==> config.mk <==
export PLATFORM = sky130hd
export DESIGN_NAME = ascon_state_reg
export DESIGN_NICKNAME = d
export VERILOG_FILES = /design/src/rtl/ascon_state_reg.sv
export SDC_FILE = /design/constraint.sdc
export NUM_CORES = 2
export LEC_CHECK = 0
export CAP_MARGIN = 40
export CORE_MARGIN = 2
export CORE_UTILIZATION = 44
export DETAILED_ROUTE_END_ITERATION = 8
export SLEW_MARGIN = 20
export SYNTH_ARGS = -nofsm -noshare
export SYNTH_HDL_FRONTEND = slang
export SYNTH_SLANG_ARGS = --single-unit
==> constraint.sdc <==
create_clock -name clock_i -period 6.52 [get_ports clock_i]
set_clock_uncertainty 0.15 [all_clocks]
set_input_delay 1.304 -clock clock_i [delete_from_list [all_inputs] [get_ports clock_i]]
set_output_delay 1.304 -clock clock_i [all_outputs]
set_load 0.01 [all_outputs]
==> src/rtl/ascon_state_reg.sv <==
// ascon_state_reg: ASCON permutation-state register with a per-word write mask
// and a LIFO shadow stack of state snapshots.
//
// The control FSM issues one command per cycle. The register can load or
// XOR-absorb data into selected words, push the current state onto the stack,
// or pop a snapshot back into the state. Stack overflow and underflow set a
// sticky error flag.
//
// Optional feature (macro ASCON_STATE_ZEROIZE_EN):
//   Adds zeroize_i. A pulse clears the state immediately. It then wipes one
//   stack entry per cycle while busy_o is high. Commands are ignored during
//   the wipe. Without the macro, busy_o is tied low.
//
// Ports:
//   clock_i    rising-edge clock
//   reset_i    synchronous active-high reset; overrides every command
//   zeroize_i  zeroize request (only with ASCON_STATE_ZEROIZE_EN)
//   cmd_i      0 NOP, 1 LOAD, 2 XOR, 3 SAVE, 4 RESTORE, 5 CLR_ERR, 6/7 NOP
//   mask_i     per-word select for LOAD/XOR; bit k selects word k
//   d_i        data words for LOAD/XOR
//   q_o        registered state
//   count_o    occupied stack entries
//   full_o     count_o == DEPTH
//   empty_o    count_o == 0
//   err_o      sticky overflow/underflow flag
//   busy_o     zeroize in progress

module ascon_state_reg #(
  parameter int unsigned NWORDS = 5,
  parameter int unsigned W      = 64,
  parameter int unsigned DEPTH  = 4
) (
  input  logic                          clock_i,
  input  logic                          reset_i,
`ifdef ASCON_STATE_ZEROIZE_EN
  input  logic                          zeroize_i,
`endif
  input  logic [2:0]                    cmd_i,
  input  logic [NWORDS-1:0]             mask_i,
  input  logic [NWORDS-1:0][W-1:0]      d_i,
  output logic [NWORDS-1:0][W-1:0]      q_o,
  output logic [$clog2(DEPTH+1)-1:0]    count_o,
  output logic                          full_o,
  output logic                          empty_o,
  output logic                          err_o,
  output logic                          busy_o
);

  localparam int unsigned CntW = $clog2(DEPTH + 1);
  // Keep the index at least one bit wide so DEPTH=1 still elaborates.
  localparam int unsigned IdxW = (DEPTH > 1) ? $clog2(DEPTH) : 1;

  typedef logic [NWORDS-1:0][W-1:0] state_t;

  typedef enum logic [2:0] {
    CmdNop     = 3'd0,
    CmdLoad    = 3'd1,
    CmdXor     = 3'd2,
    CmdSave    = 3'd3,
    CmdRestore = 3'd4,
    CmdClrErr  = 3'd5
  } cmd_e;

  // ---------------------------------------------------------------------------
  // State
  // ---------------------------------------------------------------------------
  state_t                 q_q, q_d;
  state_t [DEPTH-1:0]     stack_q, stack_d;
  logic   [CntW-1:0]      cnt_q, cnt_d;
  logic                   err_q, err_d;

  logic                   full, empty;
  logic                   cmd_en;
  logic   [IdxW-1:0]      push_idx, pop_idx;
  cmd_e                   cmd;

`ifdef ASCON_STATE_ZEROIZE_EN
  localparam logic [IdxW-1:0] LastIdx = IdxW'(DEPTH - 1);

  logic                   busy_q, busy_d;
  logic   [IdxW-1:0]      zcnt_q, zcnt_d;
`endif

  // ---------------------------------------------------------------------------
  // Decode
  // ---------------------------------------------------------------------------
  assign cmd      = cmd_e'(cmd_i);
  assign full     = (cnt_q == CntW'(DEPTH));
  assign empty    = (cnt_q == '0);
  // Truncation is safe: push_idx is only used when not full, pop_idx only
  // when not empty, so both stay within 0..DEPTH-1.
  assign push_idx = IdxW'(cnt_q);
  assign pop_idx  = IdxW'(cnt_q - CntW'(1));

`ifdef ASCON_STATE_ZEROIZE_EN
  // A zeroize request or an ongoing wipe swallows the command.
  assign cmd_en = ~busy_q & ~zeroize_i;
`else
  assign cmd_en = 1'b1;
`endif

  // ---------------------------------------------------------------------------
  // Next-state logic
  // ---------------------------------------------------------------------------
  always_comb begin
    q_d     = q_q;
    stack_d = stack_q;
    cnt_d   = cnt_q;
    err_d   = err_q;
`ifdef ASCON_STATE_ZEROIZE_EN
    busy_d  = busy_q;
    zcnt_d  = zcnt_q;
`endif

    if (cmd_en) begin
      case (cmd)
        CmdLoad: begin
          for (int unsigned k = 0; k < NWORDS; k++) begin
            if (mask_i[k]) q_d[k] = d_i[k];
          end
        end
        CmdXor: begin
          for (int unsigned k = 0; k < NWORDS; k++) begin
            if (mask_i[k]) q_d[k] = q_q[k] ^ d_i[k];
          end
        end
        CmdSave: begin
          if (full) begin
            err_d = 1'b1;
          end else begin
            stack_d[push_idx] = q_q;
            cnt_d             = cnt_q + CntW'(1);
          end
        end
        CmdRestore: begin
          if (empty) begin
            err_d = 1'b1;
          end else begin
            q_d   = stack_q[pop_idx];
            cnt_d = cnt_q - CntW'(1);
          end
        end
        CmdClrErr: begin
          err_d = 1'b0;
        end
        default: begin
          // NOP and codes 6/7 hold everything.
        end
      endcase
    end

`ifdef ASCON_STATE_ZEROIZE_EN
    if (busy_q) begin
      // One entry per cycle. Count drops to zero with the last wipe, so the
      // stack reads as occupied until every entry is actually cleared.
      stack_d[zcnt_q] = '0;
      if (zcnt_q == LastIdx) begin
        busy_d = 1'b0;
        cnt_d  = '0;
        zcnt_d = '0;
      end else begin
        zcnt_d = zcnt_q + IdxW'(1);
      end
    end else if (zeroize_i) begin
      q_d    = '0;
      busy_d = 1'b1;
      zcnt_d = '0;
    end
`endif
  end

  // ---------------------------------------------------------------------------
  // Registers
  // ---------------------------------------------------------------------------
  always_ff @(posedge clock_i) begin
    if (reset_i) begin
      q_q     <= '0;
      stack_q <= '0;
      cnt_q   <= '0;
      err_q   <= 1'b0;
`ifdef ASCON_STATE_ZEROIZE_EN
      busy_q  <= 1'b0;
      zcnt_q  <= '0;
`endif
    end else begin
      q_q     <= q_d;
      stack_q <= stack_d;
      cnt_q   <= cnt_d;
      err_q   <= err_d;
`ifdef ASCON_STATE_ZEROIZE_EN
      busy_q  <= busy_d;
      zcnt_q  <= zcnt_d;
`endif
    end
  end

  // ---------------------------------------------------------------------------
  // Outputs
  // ---------------------------------------------------------------------------
  assign q_o     = q_q;
  assign count_o = cnt_q;
  assign full_o  = full;
  assign empty_o = empty;
  assign err_o   = err_q;
`ifdef ASCON_STATE_ZEROIZE_EN
  assign busy_o  = busy_q;
`else
  assign busy_o  = 1'b0;
`endif

  // The occupancy counter saturates at both ends and never wraps.
  always_ff @(posedge clock_i) begin
    if (!reset_i) begin
      assert (cnt_q <= CntW'(DEPTH));
    end
  end

endmodule

# Word level (Yosys, flattened, before mapping)

Index checks and enable logic that the tools add are counted.

Register bits after elaboration: 1604
Input bits: 330

Add/sub/neg operators: 2
Magnitude comparators: 3
Equality and inequality tests: 20
Multiplexer cells: 23
Bitwise gates (word level): 6
Reduce and logical (&&, ||, !) cells: 13

Operators by type and width:

| operator                                            | number |
|---|---|
| bitwise mux 1280 bit                                | 1 |
| 2-to-1 mux 320 bit                                  | 3 |
| one-hot mux 320 bit (3 select lines)                | 1 |
| binary-select mux 320 bit (select 2 bit)            | 1 |
| demux 320 bit (select 2 bit)                        | 1 |
| 2-to-1 mux 64 bit                                   | 10 |
| bitwise XOR 64 bit                                  | 5 |
| != test 2 bit, second input constant                | 14 |
| AND reduction 4 bit                                 | 5 |
| equality test 3 bit, second input constant          | 3 |
| equality test 3 x 2 -> 1 bit, second input constant | 2 |
| < comparator 2 x 3 -> 1 bit, second input constant  | 2 |
| 2-to-1 mux 3 bit                                    | 2 |
| one-hot mux 3 bit (2 select lines)                  | 1 |
| AND reduction 3 bit                                 | 2 |
| nonzero test 3 bit                                  | 2 |
| adder 3 x 1 -> 3 bit, second input constant         | 1 |
| equality test 3 x 1 -> 1 bit, second input constant | 1 |
| logical NOT 3 bit                                   | 1 |
| one-hot mux 1 bit (3 select lines)                  | 1 |
| subtractor 3 x 1 -> 3 bit, second input constant    | 1 |
| >= comparator 2 x 1 -> 1 bit, second input constant | 1 |
| 2-to-1 mux 1 bit                                    | 2 |
| AND reduction 2 bit                                 | 1 |
| 3 further kinds                                     | 3 |

# Depth between registers and ports, before layout

Depth in word-level cells: 5
Gate-level depth with buffers: 15
Mapped depth without buffers: 7

# Worst setup path before layout

No wires, ideal clock.

Path kind: register -> output
Start point: reg cnt_q[0], in the netlist count_o[0]
End point: out empty_o
Arrival time: 1779 ps
Required time: 5066 ps
Slack: 3287 ps
Stages on the path, launching flop included: 10
Path buffers: 5
Path through: dfxtp_1 -> buf_4 -> buf_6 -> buf_6 -> buf_2 -> inv_1 -> ha_1 -> nand2b_1 -> buf_2 -> inv_1

Word-level cells in the longest chain between the ends: 1

Ends and longest elaborated chain:

| what                   | line | source |
|---|---|---|
| start, declared        | 69   | `logic [CntW-1:0] cnt_q, cnt_d;` |
| start signal, assigned | 188  | `cnt_q <= cnt_d;` |
| logical NOT 3 bit      | 89   | `assign empty = (cnt_q == '0);` |
| end, declared          | 44   | `output logic empty_o,` |

Every way passes these cells.

# Final worst setup path

Same ends and word-level chain as after synthesis.

==> flow_metrics.env <==
export IMPL_viasPerCell=5.80
export IMPL_numCtsBuffers=174
export IMPL_yosys_area_top_type="dfxtp_1"
export IMPL_rr_startpoint="count_o[0]$_SDFFE_PP0P_"
export IMPL_drive_gt1_frac=0.0604
export IMPL_std_cell_rows=147
export IMPL_crit_start="count_o[0]$_SDFFE_PP0P_"
export IMPL_syn_to_final_growth_pct=19.2
export IMPL_power_density_mw_per_mm2=262
export IMPL_whs_ns=0.300
export IMPL_cp_depth=5
export IMPL_die_area_sq_mm=0.166
export IMPL_place_area_sq_mm=0.0795
export IMPL_hold_viol=0
export IMPL_seq_area_frac_synth=0.449
export IMPL_initial_core_util=0.445
export IMPL_worst_path_buf_inv=3
export IMPL_async_flop_share=0
export IMPL_synthCells=9059
export IMPL_synth_area_leaders="dfxtp_1, nand2_1, a21oi_1"
export IMPL_die_w_microns=407
export IMPL_setup_violations=0
export IMPL_synth_most_common_cell="nand2_1"
export IMPL_post_route_period_util=0.783
export IMPL_yosysWarnings=0
export IMPL_critPathMaxStageDelay_ns=0.77
export IMPL_peakVddDrop_mv=0.246
export IMPL_worst_pin_slew_ns=1.20
export IMPL_vias=67100
export IMPL_p_leak_nw=26.7
export IMPL_fin_nets=9571
export IMPL_drv_slew=0
export IMPL_status="complete, no violations"
export IMPL_placedCellCount=11200
export IMPL_routedWlPerCell_microns=22.5
export IMPL_path_common_cell="inv_1"
export IMPL_r2r_cells=9
export IMPL_cts_htree_levels=4
export IMPL_multiInputGateArea_sq_mm=0.0356
export IMPL_grt_max_degree=204
export IMPL_antenna_left=0
export IMPL_endpoint="empty_o"
export IMPL_cts_tree="yes"
export IMPL_end_kind="primary output"
export IMPL_syn_nets=9394
export IMPL_crit_path_start_kind="flop"
export IMPL_cts_root_buf="clkbuf_16"
export IMPL_worst_r2r_setup_slack_ns=2.33
export IMPL_rsz0062_at_grt="no"
export IMPL_cp_max_fo=32
export IMPL_core_sq_mm=0.161
export IMPL_seq_area_sq_mm=0.0321
export IMPL_synth_distinct_cells=40
export IMPL_wl_microns=260000
export IMPL_overflow=0
export IMPL_yosys_top_cells_count="nand2_1, dfxtp_1, a21oi_1"
export IMPL_antenna_found_initial=53
export IMPL_slew_headroom=0.201
export IMPL_synth_top_cell_area_share=0.449
export IMPL_crit_type="reg -> out"
export IMPL_maxCapViolCount=0
export IMPL_grt_pass1_wl_microns=394000
export IMPL_syn_area_sq_mm=0.0715
export IMPL_fill_cells=15000
export IMPL_cts_hold_buf=0
export IMPL_numPortBuffers=655
export IMPL_path_clk_slew_ns=0.06
export IMPL_fmaxAchievable_mhz=196
export IMPL_crit_required_ns=5.07
export IMPL_synth_edff_count=0
export IMPL_crit_family="buffers and inverters"
export IMPL_drc=0
export IMPL_io_pins=657
export IMPL_final_area_sq_mm=0.0853
export IMPL_insertion_delay_ns=0.79
export IMPL_r2r_end="q_o[319]$_SDFFE_PP0P_"
export IMPL_clock_sinks=1604
export IMPL_instances_no_fill=11600
export IMPL_avgSynthCellArea_sq_um=7.90
export IMPL_cp_slowest_cell="dfxtp_4"
export IMPL_drt_iter0_drc=6287
export IMPL_die_y_microns=407
export IMPL_hpwlAfterDp_microns=146000
export IMPL_cp_cell_sequence="inv_1 -> ha_4 -> nand2b_1 -> inv_1 -> clkdlybuf4s50_1"
export IMPL_ys_ff_latch=1604
export IMPL_arrival_ns=3.65
export IMPL_grt_use_total=0.300
export IMPL_worstHoldPathType="reg -> reg"
export IMPL_clock_path_buffers=3
export IMPL_postCtsSetupBuffers=0
export IMPL_dr_pass1_iters=6
export IMPL_cts_resized=0
export IMPL_fin_crit_ns=5.11
export IMPL_finalSetupTns_ns=0
export IMPL_grt_pass1_vias=64400
export IMPL_synth_flop_cell="dfxtp_1"
export IMPL_globalplace_congestion=0.816
-- kinds of logic after synthesis --
group                      synth area share
buffers and inverters                0.0570
other                             0.0000524
AOI/OAI and AO/OA                     0.179
adders and majority gates          0.000874
xor gates and xnor gates           0.000630
and+or+nand+nor                       0.218
muxes                                0.0949
DFF                                   0.449
-- cell type report --
cell class | count | area share
diodes | 26 | 0.000763
clock buffers | 274 | 0.0605
clock inverters | 31 | 0.00527
inverters | 177 | 0.00785
multi-input cells | 6486 | 0.418
flip-flops and latches | 1604 | 0.377
well taps | 2160 | 0.0317
repair buffers | 793 | 0.0998
-- state kept, by name (all words and copies together) (netlist names) --
signal,flops
err_o,1
count_o,3
stack_q,1280
q_o,320
-- worst min-delay path: stages, from the launching register on --
cell and delay, ns:
dfxtp_1 0.30, nand2_1 0.05, a21oi_1 0.05
-- worst min-delay path by stage --
stage                         startpoint                   endpoint  slack (ns)  depth (start not counted)
6_report       stack_q[245]$_SDFFE_PP0P_  stack_q[245]$_SDFFE_PP0P_        0.30                          2
3_3_place_gp   stack_q[800]$_SDFFE_PP0P_  stack_q[800]$_SDFFE_PP0P_        0.29                          2
4_1_cts         stack_q[12]$_SDFFE_PP0P_   stack_q[12]$_SDFFE_PP0P_        0.30                          2
5_1_grt        stack_q[509]$_SDFFE_PP0P_  stack_q[509]$_SDFFE_PP0P_        0.31                          2
2_1_floorplan  stack_q[322]$_SDFFE_PP0P_  stack_q[322]$_SDFFE_PP0P_        0.28                          2
3_5_place_dp   stack_q[514]$_SDFFE_PP0P_  stack_q[514]$_SDFFE_PP0P_        0.29                          2
-- where the power goes --
part / switching [W] / total, W / internal, W / leakage (nW)
clock: 0.00412 / 0.00988 / 0.00576 / 2.74
combinational: 0.00136 / 0.00223 / 0.000869 / 11.0
sequential: 0.000254 / 0.0102 / 0.00994 / 12.9
total: 0.00573 / 0.0223 / 0.0166 / 26.7
-- through the flow --
step | util | power (W) | setup slack (ns)
floorplan | - | 0.0115 | 3.29
global placement | 0.492 | 0.0125 | 1.80
detailed placement | 0.494 | 0.0126 | 1.91
CTS | 0.529 | 0.0224 | 1.31
global route | 0.530 | 0.0230 | 1.28
finish | 0.530 | 0.0223 | 1.41
-- cell usage in the layout (no fill, tap or decap), types with 3 or more instances in the layout --
| master | netlist | final |
|---|---|---|
| a41oi_1 | 148 | 148 |
| mux2i_1 | 345 | 345 |
| clkinv_2 | 0 | 15 |
| clkbuf_16 | 0 | 177 |
| bufinv_16 | 0 | 9 |
| ha_1 | 5 | 4 |
| or2_1 | 4 | 3 |
| and3_4 | 0 | 4 |
| diode_2 | 0 | 26 |
| nor2_1 | 500 | 495 |
| o21ai_0 | 201 | 201 |
| clkdlybuf4s50_1 | 0 | 652 |
| nand2_1 | 2709 | 2709 |
| nand3_1 | 152 | 148 |
| clkbuf_8 | 0 | 37 |
| a21oi_1 | 1454 | 1454 |
| nand3b_1 | 148 | 148 |
| clkbuf_1 | 500 | 60 |
| buf_4 | 13 | 71 |
| o22ai_1 | 172 | 172 |
| and3b_1 | 173 | 173 |
| o32ai_1 | 172 | 172 |
| nor2_4 | 0 | 6 |
| inv_1 | 177 | 176 |
| o21ai_1 | 121 | 121 |
| a2bb2oi_4 | 0 | 5 |
| clkinv_8 | 0 | 3 |
| nand3_4 | 0 | 4 |
| buf_16 | 0 | 11 |
| buf_8 | 0 | 3 |
| dfxtp_1 | 1604 | 1603 |
| nand2b_1 | 7 | 7 |
| mux4_2 | 148 | 148 |
| buf_12 | 0 | 54 |
-- layer usage --
layer / part of all wire / vias up / wire, microns / global-route usage
met5: 0.0011 / - / 292 / 0
met4: 0.037 / 42 / 9500 / 0.118
met3: 0.085 / 492 / 22000 / 0.0720
met2: 0.46 / 2530 / 119000 / 0.481
met1: 0.42 / 32700 / 109000 / 0.387
li1: - / 31300 / - / -
Note: power is estimated with default switching activity, not from simulation.
